**src/rtl/gpio_pkg.sv**
```systemverilog
// Shared types and constants for the gpio peripheral and its bus arbiter.
package gpio_pkg;

    typedef enum logic [1:0] {
        ST_IDLE = 2'd0,
        ST_GNT0 = 2'd1,
        ST_GNT1 = 2'd2
    } arb_state_e;

    localparam int NUM_MASTERS = 2;

    // gpio register map
    localparam int unsigned GPIO_CTRL_ADDR = 0;
    localparam int unsigned GPIO_DATA_ADDR = 1;

    // Per-pin mode encoding held in CTRL
    localparam logic [1:0] PIN_MODE_HIZ = 2'b00;
    localparam logic [1:0] PIN_MODE_OUT = 2'b01;
    localparam logic [1:0] PIN_MODE_IN  = 2'b10;

    function automatic arb_state_e gnt_state(input logic sel);
        return sel ? ST_GNT1 : ST_GNT0;
    endfunction

endpackage

```
**src/rtl/gpio_rr_pick.sv**
```systemverilog
// Two-way round-robin pick: selects the master not served last when both
// request; lock masks master 0 so master 1 keeps the bus.
module gpio_rr_pick
    import gpio_pkg::*;
(
    input  logic req0,
    input  logic req1,
    input  logic last_q,
    input  logic lock,
    output logic sel,
    output logic valid
);

    logic req0_eff;

    assign req0_eff = req0 & ~lock;
    assign valid    = req0_eff | req1;
    assign sel      = (req0_eff & req1) ? ~last_q : req1;

endmodule

```
**src/rtl/gpio_bus_arb.sv**
```systemverilog
// Round-robin arbiter sharing the gpio register port between CPU (m0) and
// debug (m1). Define GPIO_ARB_LOCK_EN to build in the m1 bus-lock feature.
module gpio_bus_arb
    import gpio_pkg::*;
#(
    parameter int ADDR_W = 32,
    parameter int DATA_W = 32
) (
    input  logic              clk,
    input  logic              rst_n,
    input  logic              m0_req_i,
    input  logic              m0_we_i,
    input  logic [ADDR_W-1:0] m0_addr_i,
    input  logic [DATA_W-1:0] m0_wdata_i,
    output logic              m0_gnt_o,
    output logic              m0_ack_o,
    input  logic              m1_req_i,
    input  logic              m1_we_i,
    input  logic [ADDR_W-1:0] m1_addr_i,
    input  logic [DATA_W-1:0] m1_wdata_i,
    output logic              m1_gnt_o,
    output logic              m1_ack_o,
    input  logic              m1_lock_i,
    output logic [DATA_W-1:0] rdata_o,
    output logic              s_we_o,
    output logic [ADDR_W-1:0] s_addr_o,
    output logic [DATA_W-1:0] s_wdata_o,
    input  logic [DATA_W-1:0] s_rdata_i
);

    arb_state_e              state_reg;
    arb_state_e              state_next;
    logic                    last_q;
    logic                    lock_eff;
    logic                    pick_sel;
    logic                    pick_valid;
    logic                    grant_any;
    logic [NUM_MASTERS-1:0]  req_vec;
    logic [NUM_MASTERS-1:0]  we_vec;
    logic [NUM_MASTERS-1:0]  gnt_vec;
    logic [NUM_MASTERS-1:0]  ack_reg;
    logic [ADDR_W-1:0]       addr_arr  [NUM_MASTERS];
    logic [DATA_W-1:0]       wdata_arr [NUM_MASTERS];
    logic [DATA_W-1:0]       rdata_reg;

    assign req_vec      = {m1_req_i, m0_req_i};
    assign we_vec       = {m1_we_i, m0_we_i};
    assign addr_arr[0]  = m0_addr_i;
    assign addr_arr[1]  = m1_addr_i;
    assign wdata_arr[0] = m0_wdata_i;
    assign wdata_arr[1] = m1_wdata_i;

    genvar gi;
    generate
        for (gi = 0; gi < NUM_MASTERS; gi++) begin : g_gnt
            assign gnt_vec[gi] = (state_reg == gnt_state(gi != 0));
        end
    endgenerate

    assign grant_any = |gnt_vec;

`ifdef GPIO_ARB_LOCK_EN
    logic lock_q;

    // Set by a locked m1 access, released by the first idle cycle without lock.
    always_ff @(posedge clk or negedge rst_n) begin
        if (!rst_n) begin
            lock_q <= 1'b0;
        end else if (state_reg == ST_GNT1 && m1_lock_i) begin
            lock_q <= 1'b1;
        end else if (state_reg == ST_IDLE && !m1_lock_i) begin
            lock_q <= 1'b0;
        end
    end

    assign lock_eff = lock_q;
`else
    logic lock_unused;

    assign lock_unused = m1_lock_i;
    assign lock_eff    = 1'b0;
`endif

    gpio_rr_pick u_pick (
        .req0   (req_vec[0]),
        .req1   (req_vec[1]),
        .last_q (last_q),
        .lock   (lock_eff),
        .sel    (pick_sel),
        .valid  (pick_valid)
    );

    always_comb begin
        state_next = state_reg;
        case (state_reg)
            ST_IDLE: begin
                if (pick_valid) begin
                    state_next = gnt_state(pick_sel);
                end
            end
            ST_GNT0, ST_GNT1: state_next = ST_IDLE;
            default:          state_next = ST_IDLE;
        endcase
    end

    // Slave port follows the granted master; idle drives zeros.
    always_comb begin
        s_we_o    = 1'b0;
        s_addr_o  = '0;
        s_wdata_o = '0;
        for (int i = 0; i < NUM_MASTERS; i++) begin
            if (gnt_vec[i]) begin
                s_we_o    = we_vec[i];
                s_addr_o  = addr_arr[i];
                s_wdata_o = wdata_arr[i];
            end
        end
    end

    always_ff @(posedge clk or negedge rst_n) begin
        if (!rst_n) begin
            state_reg <= ST_IDLE;
            last_q    <= 1'b1;
            ack_reg   <= '0;
            rdata_reg <= '0;
        end else begin
            state_reg <= state_next;
            ack_reg   <= gnt_vec;
            if (grant_any) begin
                last_q <= gnt_vec[1];
                if (!s_we_o) begin
                    rdata_reg <= s_rdata_i;
                end
            end
        end
    end

    assign m0_gnt_o = gnt_vec[0];
    assign m1_gnt_o = gnt_vec[1];
    assign m0_ack_o = ack_reg[0];
    assign m1_ack_o = ack_reg[1];
    assign rdata_o  = rdata_reg;

endmodule

```
**config.mk**
```make
export PLATFORM = sky130hd
export DESIGN_NAME = gpio_bus_arb
export DESIGN_NICKNAME = d
export VERILOG_FILES = /design/src/rtl/gpio_pkg.sv /design/src/rtl/gpio_rr_pick.sv /design/src/rtl/gpio_bus_arb.sv
export SDC_FILE = /design/constraint.sdc
export NUM_CORES = 1
export LEC_CHECK = 0
export BUFFER_PORTS_ARGS = -buffer_cell sky130_fd_sc_hd__buf_2
export CORE_AREA = 2 2 105 107
export CTS_CLUSTER_DIAMETER = 30
export DETAILED_ROUTE_END_ITERATION = 16
export DIE_AREA = 0 0 107 109
export PLACE_DENSITY = 0.59
export SLEW_MARGIN = 25
export SYNTH_ARGS = -nofsm -noshare
export SYNTH_HDL_FRONTEND = slang
export SYNTH_SLANG_ARGS = --single-unit
```
**constraint.sdc**
```tcl
create_clock -name clk -period 2.46 [get_ports clk]
set_clock_uncertainty 0.05 [all_clocks]
set_input_delay 0.246 -clock clk [delete_from_list [all_inputs] [get_ports clk]]
set_output_delay 0.246 -clock clk [all_outputs]
set_load 0.1 [all_outputs]
```
# Yosys cells after proc, flatten, opt, wreduce, memory -nomap -nowiden
# Cells that the tools add are included.
# word_totals
in_bits	167
regBits	37
word_cells	24
out_inout_bits	101
# classes
reduce_logical	3
bitwise	4
mux	10
eq_ne	3
# op_table
operator	count
2-to-1 mux 32 bit	4
2-to-1 mux 2 bit	3
2-to-1 mux 1 bit	3
equality test 2 x 1 -> 1 bit (second input constant)	1
equality test 2 bit (second input constant)	1
logical NOT 2 bit	1
!= test 2 bit (second input constant)	1
NOT 1 bit	2
AND reduction 2 bit	1
OR reduction 2 bit	1
bitwise AND 1 bit	1
OR 1 bit	1

# Logic depth before layout (Yosys ltp)
# logic_depth
word_depth	5
ltp_mapped	7
ltp_nobuf	5

# By module
# From an unflattened synthesis, not the netlist that was laid out.
# unflattened
cells_unflattened	301
hier_area_um2	2473.6
# by_module_without_submodules
mod	cells_per_inst	area_each_um2	n_inst
gpio_bus_arb	297	2446.1	1
gpio_rr_pick	4	27.5	1

# Worst setup path before layout
# OpenSTA, ideal clock, no wires.
# synth_timing
kind	register -> output
from	register state_reg[1]
to	output s_addr_o[10]
path_stages_with_launch	7
required_ps	2164
arrival_ps	4047
setup_slack_ps	-1883
path_cell_list	dfrtp_1 > inv_1 > ha_1 > buf_2 > clkbuf_1 > nand2_1 > o21ai_0
# synth_via
elab_chain_len	3
# synth_lines
item	line	source
from (decl)	gpio_bus_arb.sv:31	arb_state_e state_reg;
from (signal assigned)	gpio_bus_arb.sv:127	state_reg <= state_next;
equality test 2 x 1 -> 1 bit	gpio_bus_arb.sv:56	assign gnt_vec[gi] = (state_reg == gnt_state(gi != 0));
via m0_gnt_o	gpio_bus_arb.sv:15	output logic m0_gnt_o,
2-to-1 mux 32 bit (2 in series)	gpio_bus_arb.sv:112	if (gnt_vec[i]) begin
to (decl)	gpio_bus_arb.sv:26	output logic [ADDR_W-1:0] s_addr_o,
# The timed path passes the listed nets, and every way through them passes these cells.

# Worst setup path in the final report
# layout_timing
from	register state_reg[0]
to	output s_addr_o[31]
# layout_via
elab_chain_len	3
# layout_lines
item	line
equality test 2 x 1 -> 1 bit	gpio_bus_arb.sv:56
2-to-1 mux 32 bit	gpio_bus_arb.sv:112
2-to-1 mux 32 bit *	gpio_bus_arb.sv:112
# Every way passes the cells marked *; elsewhere a longest branch is shown, timed or not.

==> metrics <==
RR Endpoint rdata_o[7]; Final setup viols 0; Post-CTS Hold Fix Bufs 0; area occupied by multi-input gates 0.00177 sq mm; Nets 723; Gates resized, CTS repair 0; Pre-antenna DRT Iters 4; DRT iter0 DRCs 101; Die ar. 0.0117 sq mm; Most used DFF post-synth dfrtp_1; Tmin final 2300 ps; status finished, violations left; period utilisation layout 0.935; core box area 0.0106 sq mm; CP Launch Type flip-flop; gr usage total 0.154; Max Cap Viol 0; crit path DAT 2000 ps; cell taking the most area after synthesis dfrtp_1; Async SR Flop Fraction 1.00; DRC 0; Syn. warnings 0; fmax 435 MHz; vias in the first global route 2793; Least-Margin Pin Slew 796 ps; Routed wire per std cell 13.8 microns; Synth cell types 21; r2r setup slk 410 ps; final wirelength 9580 microns; global-route wire length before repair 14200 microns; failing checks negative hold slack; syn avg cell area 8.23 sq um; largest net degree at the start of global routing 85; Setup WS pre-CTS 424 ps; Final Max Slew Viols 0; post-CTS setup buffer count 0; worst setup margin 160 ps; Via-to-Cell Ratio 4.31; Mapped Area 0.00245 sq mm; GRT Residual Overflow 0; vias 2989; CTS root buffer clkbuf_8; top-area cell type share of the netlist area 0.368; Final ANT Viol Nets 0; CTS Sinks 37; die height 109 microns; Clock Path Buffers 2; Buffers on Ports 266; IO Pins 268; top cells by area, synth dfrtp_1 (37%), nand2_1 (19%), mux2_4 (18%); top-count cell post-synth nand2_1; CTS clk-pin slew, worst paths 80 ps; CP endpoint kind output pin; Post-synth EDFFs 0; synth cell count leaders nand2_1 (126), o21ai_0 (63), dfrtp_1 (36); r2r startpoint state_reg[0]; HPWL Detailed 8040 microns; storage element area 927 sq um; Final Hold Fails 7; die width 107 microns; starting density of the core 0.231; gpl congestion 0.733; CP Max Fanout 84; CTS tree built; R2R depth 6; number of flip-flops in the largest register 32; P&R area growth vs syn 118%; Slew headroom 0.469; htree depth 2; Worst-Skew Late Latency 280 ps; min-delay worst type input pin to async pin; CP required 2160 ps; sequential area share after synthesis 0.378; WS Path Type flip-flop to output pin; final hold slack -7.23 ps; synthesized flop and latch total 37; diode count 0; Num CTS Buffers 5; RSZ-0062 raised after global routing no; Post-Syn Instances 298; Fillers 962; share of cells above drive strength 1 0.691; std cell rows 38; synthesized net count 468; initial antenna violation count 0
[cell type report]
type | count | share of cell area
Multi-Input combinational cell | 235 | 0.331
Clock buffer | 5 | 0.0129
Inverter | 2 | 0.00140
Timing Repair Buffer | 272 | 0.445
Tap cell | 140 | 0.0328
Clock inverter | 3 | 0.00398
Sequential cell | 37 | 0.173
[through the flow]
| step | area [sq um] | std cells | TNS (ps) | hold WS, ps | util |
|---|---|---|---|---|---|
| 2_1_floorplan | 2820 | 298 | -4990 | -99.6 | - |
| 3_3_place_gp | 5250 | 686 | 0 | 311 | 0.496 |
| 3_5_place_dp | 5250 | 686 | 0 | 334 | 0.496 |
| 4_1_cts | 5340 | 694 | 0 | 20.8 | 0.504 |
| 5_1_grt | 5340 | 694 | 0 | 43.4 | 0.504 |
| 6_report | 5340 | 694 | 0 | -7.23 | 0.504 |
[layer usage]
metal  vias to the layer above  track usage  wire [microns]
met3                         6       0.0389             790
met4                         0       0.0371              94
met1                      1339        0.177            3620
li1                       1501            -               -
met2                       143        0.287            5070
met5                         -            0               0
[worst max-delay path: stages, from the launching register on]
cell     delay [ps]
dfrtp_1         430
inv_1           140
ha_4            200
buf_12          350
nor2b_1         120
a22o_2          250
buf_12          170
[cell usage in the layout, fill, tap and decap left out]
cell / count
inv_6: 1
ha_1: 1
o21ai_2: 47
dfrtp_1: 36
nand2_2: 1
dfstp_2: 1
ha_4: 2
nand2_1: 126
nor2b_1: 2
nand3_4: 1
o21ai_4: 15
nor2_1: 1
nand3b_2: 1
clkbuf_8: 5
mux2_2: 3
clkinv_2: 1
buf_4: 4
mux2_4: 30
inv_1: 2
and2_1: 1
a22o_2: 2
a2bb2oi_1: 1
o21ai_0: 1
buf_2: 201
clkinvlp_4: 1
buf_12: 67
[cell families after synthesis]
| logic type | synth area share |
|---|---|
| compound gates | 0.139 |
| fa+ha+maj | 0.0153 |
| buf+inv | 0.0531 |
| flops | 0.378 |
| mux | 0.198 |
| simple gates | 0.216 |
[worst max-delay path by stage]
stage	start	cells past startpoint	slack, ps	end
3_5_place_dp	state_reg[0]	6	420	rdata_o[7]
5_1_grt	state_reg[0]	6	30	s_addr_o[31]
6_report	state_reg[0]	6	160	s_addr_o[31]
2_1_floorplan	state_reg[0]	5	-120	s_addr_o[10]
4_1_cts	state_reg[0]	6	130	s_addr_o[31]
3_3_place_gp	state_reg[0]	6	460	rdata_o[20]
Power is left out: the tool's default activity adds up to more than one toggle a clock period on the data nets, which glitch-free logic cannot reach.
